==> config.mk <==
export PLATFORM = sky130hd
export DESIGN_NAME = rotating_bank_buffer
export DESIGN_NICKNAME = d
export VERILOG_FILES = /design/src/rtl/rotating_bank_buffer.sv
export SDC_FILE = /design/constraint.sdc
export NUM_CORES = 2
export LEC_CHECK = 0
export CAP_MARGIN = 20
export CORE_MARGIN = 2
export CORE_UTILIZATION = 37
export DETAILED_ROUTE_END_ITERATION = 10
export GPL_ROUTABILITY_DRIVEN = 0
export HOLD_SLACK_MARGIN = 0.02
export PLACE_DENSITY = 0.63
export SLEW_MARGIN = 5
export SYNTH_ARGS = -nofsm -noshare
export SYNTH_HDL_FRONTEND = slang
export SYNTH_SLANG_ARGS = --single-unit
==> constraint.sdc <==
create_clock -name clk -period 3.7 [get_ports clk]
set_input_delay 0.37 -clock clk [delete_from_list [all_inputs] [get_ports clk]]
set_output_delay 0.37 -clock clk [all_outputs]
set_load 0.01 [all_outputs]
==> src/rtl/rotating_bank_buffer.sv <==
// Ring of NUM_BANKS independent memory banks handed between one writer and one
// reader; a bank is filled, committed, read out, then released back to the writer.

module two_port_mem #(
  parameter int BIT_LENGTH = 64,
  parameter int DEPTH      = 16,
  parameter int AW         = $clog2(DEPTH)
) (
  input  logic                  clk,
  input  logic                  we_a,
  input  logic [AW-1:0]         addr_a,
  input  logic [BIT_LENGTH-1:0] din_a,
  input  logic                  en_b,
  input  logic [AW-1:0]         addr_b,
  output logic [BIT_LENGTH-1:0] dout_b
);

  logic [BIT_LENGTH-1:0] mem_q [DEPTH];
  logic [BIT_LENGTH-1:0] dout_q;

  always_ff @(posedge clk) begin
    if (we_a) mem_q[addr_a] <= din_a;
  end

  // Registered read port; no write-to-read bypass.
  always_ff @(posedge clk) begin
    if (en_b) dout_q <= mem_q[addr_b];
  end

  assign dout_b = dout_q;

endmodule

module rotating_bank_buffer #(
  parameter int BIT_LENGTH = 64,
  parameter int DEPTH      = 16,
  parameter int NUM_BANKS  = 2,
  parameter int AW         = $clog2(DEPTH),
  parameter int BW         = $clog2(NUM_BANKS),
  parameter int CW         = $clog2(NUM_BANKS + 1)
) (
  input  logic                  clk,
  input  logic                  rst_n,
  input  logic [AW-1:0]         wr_addr,
  input  logic [BIT_LENGTH-1:0] wr_din,
  input  logic                  wr_we,
  input  logic                  wr_done,
  output logic                  wr_ready,
  output logic [BW-1:0]         wr_bank,
  input  logic [AW-1:0]         rd_addr,
  input  logic                  rd_en,
  input  logic                  rd_done,
  output logic                  rd_valid,
  output logic [BW-1:0]         rd_bank,
  output logic [BIT_LENGTH-1:0] rd_dout,
  output logic                  rd_dout_vld,
  output logic [CW-1:0]         full_cnt,
  output logic                  wr_err,
  output logic                  rd_err
);

  localparam logic [CW-1:0] NB_C = CW'(NUM_BANKS);

  logic [BW-1:0] wr_ptr_q, wr_ptr_d;
  logic [BW-1:0] rd_ptr_q, rd_ptr_d;
  logic [CW-1:0] full_cnt_q, full_cnt_d;
  logic          rd_dout_vld_q, rd_dout_vld_d;
  logic          wr_err_q, wr_err_d;
  logic          rd_err_q, rd_err_d;
  logic [BW-1:0] rd_sel_q;

  logic wr_acc, wr_commit, rd_acc, rd_rel;
  logic [BIT_LENGTH-1:0] bank_dout [NUM_BANKS];

  assign wr_ready  = (full_cnt_q != NB_C);
  assign rd_valid  = (full_cnt_q != '0);
  assign wr_bank   = wr_ptr_q;
  assign rd_bank   = rd_ptr_q;
  assign full_cnt  = full_cnt_q;
  assign wr_err    = wr_err_q;
  assign rd_err    = rd_err_q;
  assign rd_dout_vld = rd_dout_vld_q;
  assign rd_dout   = bank_dout[rd_sel_q];

  assign wr_acc    = wr_we   & wr_ready;
  assign wr_commit = wr_done & wr_ready;
  assign rd_acc    = rd_en   & rd_valid;
  assign rd_rel    = rd_done & rd_valid;

  always_comb begin
    wr_ptr_d      = wr_ptr_q;
    rd_ptr_d      = rd_ptr_q;
    full_cnt_d    = full_cnt_q;
    rd_dout_vld_d = rd_acc;
    wr_err_d      = wr_err_q | ((wr_we | wr_done) & ~wr_ready);
    rd_err_d      = rd_err_q | ((rd_en | rd_done) & ~rd_valid);
    // Pointers wrap naturally because NUM_BANKS is a power of two.
    if (wr_commit) wr_ptr_d = wr_ptr_q + BW'(1);
    if (rd_rel)    rd_ptr_d = rd_ptr_q + BW'(1);
    case ({wr_commit, rd_rel})
      2'b10:   full_cnt_d = full_cnt_q + CW'(1);
      2'b01:   full_cnt_d = full_cnt_q - CW'(1);
      default: full_cnt_d = full_cnt_q;
    endcase
  end

  always_ff @(posedge clk) begin
    if (!rst_n) begin
      wr_ptr_q      <= '0;
      rd_ptr_q      <= '0;
      full_cnt_q    <= '0;
      rd_dout_vld_q <= 1'b0;
      wr_err_q      <= 1'b0;
      rd_err_q      <= 1'b0;
    end else begin
      wr_ptr_q      <= wr_ptr_d;
      rd_ptr_q      <= rd_ptr_d;
      full_cnt_q    <= full_cnt_d;
      rd_dout_vld_q <= rd_dout_vld_d;
      wr_err_q      <= wr_err_d;
      rd_err_q      <= rd_err_d;
    end
  end

  // Remember which bank was read so a same-cycle release cannot redirect the data.
  always_ff @(posedge clk) begin
    if (rd_acc) rd_sel_q <= rd_ptr_q;
  end

  for (genvar b = 0; b < NUM_BANKS; b++) begin : g_bank
    logic we_b, en_b;
    assign we_b = wr_acc & rst_n & (wr_ptr_q == BW'(b));
    assign en_b = rd_acc & rst_n & (rd_ptr_q == BW'(b));
    two_port_mem #(
      .BIT_LENGTH(BIT_LENGTH),
      .DEPTH     (DEPTH),
      .AW        (AW)
    ) u_mem (
      .clk   (clk),
      .we_a  (we_b),
      .addr_a(wr_addr),
      .din_a (wr_din),
      .en_b  (en_b),
      .addr_b(rd_addr),
      .dout_b(bank_dout[b])
    );
  end

endmodule

==> results.json <==
{
  "fillers": 18600,
  "grt_pass1_wl_mm": 299,
  "fp-row-count": 173,
  "required_ns": 3.33,
  "setup_slack_ns": 0.483,
  "min_period_over_period": 0.869,
  "initial_core_util": 0.371,
  "cap_violations": 0,
  "met2_usage": 0.296,
  "grt.overflow.total": 0,
  "hold_violations": 0,
  "avgSynthCellArea_um2": 22.9,
  "die_height_um": 476,
  "ys_warn_count": 0,
  "hpwl_mm": 121,
  "peakVddDrop_v": 0.000409,
  "routedWlPerCell_um": 29.7,
  "numCtsBuffers": 212,
  "hold_path.class": "in2reg",
  "skew_ns": 0.0233,
  "grt_usage": 0.186,
  "dieArea_um2": 226000,
  "powerDensity_nw_per_um2": 538,
  "crit_slowest_cell": "mux2_2",
  "fin_crit_ns": 3.22,
  "post-cts-setup-buffers": 0,
  "r2r-end": "g_bank[0].u_mem.mem_q[15][10]",
  "crit_buf_inv": 2,
  "cp-end-kind": "primary output",
  "setup_violations": 0,
  "hold-worst-slack_ns": 0.227,
  "num_vias": 39500,
  "cts_root_buf": "clkbuf_16",
  "htree_levels": 4,
  "numPortBuffers": 150,
  "worstMarginPinSlew_ns": 1.13,
  "ctsResizeCount": 0,
  "chipWidth_um": 476,
  "hold_path_depth": 2,
  "status": "finished clean",
  "clockBufferDepth": 3,
  "layout-drive-gt1-share": 0.238,
  "place_ws_ns": 0.537,
  "drtIter0Drc": 4558,
  "worstSetupStartpointType": "register",
  "pin_count": 151,
  "ys_seq_area_frac": 0.795,
  "rr_worst_depth": 5,
  "placed_cell_area_um2": 89500,
  "crit_type": "reg2out",
  "crit_arrival_ns": 2.85,
  "rsz0062_at_grt": "no",
  "crit_chain": "buf_12 > mux2_2 > clkdlybuf4s50_1",
  "postCtsHoldBufs": 0,
  "regArea_um2": 65500,
  "max_freq_mhz": 311,
  "syn_to_final_growth_pct": 17.2,
  "ys_ff_latch": 2184,
  "r2r_slack_ns": 0.97,
  "grt_antenna_before_repair": 9,
  "p_total_uw": 51900,
  "grt_max_degree": 65,
  "leakagePower_uw": 0.0307,
  "fin_nets": 4092,
  "syn-num-nets": 3681,
  "fin_area_um2": 96600,
  "routed_wl_mm": 213,
  "slowest_delay_ns": 0.53,
  "syn_inst": 3602,
  "r2r-start": "full_cnt[0]",
  "cts_tree": "yes",
  "drtPass1Iterations": 5,
  "grt_pass1_vias": 39800,
  "clock_latency_ns": 0.83,
  "grt.busiest_layer": "met2",
  "route.detailed.drc": 0,
  "use_met3": 0.0364,
  "path_max_fanout": 64,
  "drv_slew": 0,
  "cts_num_sinks": 2184,
  "vias_per_cell": 5.52,
  "synth_cell_type_count": 36,
  "critPathTopFamily": "buffers and inverters",
  "core-area_um2": 222000,
  "grtUsageMet1": 0.263,
  "syn_area_um2": 82400,
  "ant_nets": 0,
  "multi_input_area_um2": 16100,
  "relSlewSlack": 0.248,
  "clk_pin_slew_ns": 0.06,
  "hp-start": "rd_en",
  "worstHoldEndpoint": "rd_dout_vld"
}
-- metrics by stage --
step	TNS, ns	utilization	cells
2_1_floorplan	-1084.99	-	3602
3_3_place_gp	0	0.403	6741
3_5_place_dp	0	0.403	6748
4_1_cts	0	0.433	7129
5_1_grt	0	0.435	7157
6_report	0	0.435	7163
-- kinds of logic after synthesis --
kind of cell,synth area share
AOI/OAI and AO/OA,0.0286
xor gates and xnor gates,0.000425
adders and majority gates,0.000152
buffers and inverters,0.0138
DFF,0.795
muxes,0.149
and+or+nand+nor,0.0126
-- Yosys cell counts --
library cell / count / share of area
nor2_2: 1 / 0.000076
or3_1: 1 / 0.000076
or2_2: 1 / 0.000076
nand2b_1: 3 / 0.00023
and2_1: 11 / 0.00084
buf_4: 35 / 0.0032
ha_1: 1 / 0.00015
a221o_1: 9 / 0.0011
a22oi_1: 280 / 0.026
buf_8: 2 / 0.00036
dfxtp_1: 7 / 0.0017
o21a_1: 2 / 0.00018
nand2_1: 126 / 0.0057
a22o_1: 9 / 0.00096
and4_1: 1 / 0.00011
and3_1: 1 / 0.000076
and4b_1: 1 / 0.00012
xor2_1: 1 / 0.00011
clkbuf_1: 52 / 0.0024
buf_1: 16 / 0.00073
a21oi_1: 1 / 0.000061
mux4_2: 356 / 0.097
buf_2: 69 / 0.0042
o21ai_0: 10 / 0.00061
mux2_2: 64 / 0.0087
nor2_1: 41 / 0.0019
edfxtp_1: 2177 / 0.79
xnor2_1: 3 / 0.00032
a21boi_0: 1 / 0.000091
or2_1: 1 / 0.000076
mux2i_1: 177 / 0.022
a211oi_1: 1 / 0.000091
mux4_1: 68 / 0.022
nor2b_1: 14 / 0.0011
nand3_1: 37 / 0.0022
buf_6: 22 / 0.0030
-- metal layers --
layer | vias to the layer above | wire length [µm]
met5 | - | 13
met4 | 2 | 5040
met3 | 285 | 17400
met2 | 1775 | 101000
met1 | 21300 | 88900
li1 | 16200 | -
-- state kept, by name, summed over array words and instances, names as in the netlist --
name	cells
rd_err	1
wr_err	1
rd_sel_q	1
g_bank.u_mem.mem_q	2048
rd_dout_vld	1
full_cnt	2
wr_bank	1
rd_bank	1
g_bank.u_mem.dout_b	128
-- worst max-delay path by stage --
stage	start	to	slack, ns	cells past startpoint
after floorplan	full_cnt[0]	g_bank[0].u_mem.mem_q[14][0]	-0.58	4
after global placement	rst_n	g_bank[0].u_mem.mem_q[15][53]	0.56	5
after detailed placement	rst_n	g_bank[0].u_mem.mem_q[15][10]	0.54	5
after CTS	rd_sel_q	rd_dout[42]	0.36	3
after global routing	rd_sel_q	rd_dout[42]	0.39	3
final	rd_sel_q	rd_dout[42]	0.48	3
-- where the power goes --
part	switching [µW]	internal [µW]	total, µW
combinational	2130	1440	3570
sequential	135	27600	27700
clock	9040	11600	20600
-- cells in the final DEF (no fill, tap or decap), types with 4 or more instances in the layout --
master / synthesis / layout
mux4_1: 68 / 68
mux2i_1: 177 / 177
nor2b_1: 14 / 5
clkdlybuf4s50_1: 0 / 146
buf_12: 0 / 75
o21ai_0: 10 / 10
clkbuf_16: 0 / 218
nor2b_2: 0 / 4
a221o_1: 9 / 9
clkinvlp_4: 0 / 6
nor2_1: 41 / 5
dfxtp_1: 7 / 7
clkinv_1: 0 / 50
buf_4: 35 / 136
buf_16: 0 / 13
mux2_2: 64 / 64
and2_1: 11 / 8
nand3_1: 37 / 37
a22o_1: 9 / 9
inv_6: 0 / 5
nor2b_4: 0 / 5
bufinv_16: 0 / 12
buf_8: 2 / 23
a22oi_1: 280 / 280
edfxtp_1: 2177 / 2177
clkbuf_1: 52 / 52
diode_2: 0 / 8
nor2_4: 0 / 35
clkinv_2: 0 / 30
mux4_2: 356 / 356
clkinv_8: 0 / 4
nand2_1: 126 / 126
-- final cells by class --
cell class / count / area share
clock buffer: 270 / 0.0585
timing repair buffer: 393 / 0.0485
clock inverter: 111 / 0.00945
tap: 2975 / 0.0385
sequential: 2184 / 0.678
multi-input combinational: 1222 / 0.166
antenna: 8 / 0.000207
No activity file was read; power rests on OpenSTA's default activity.
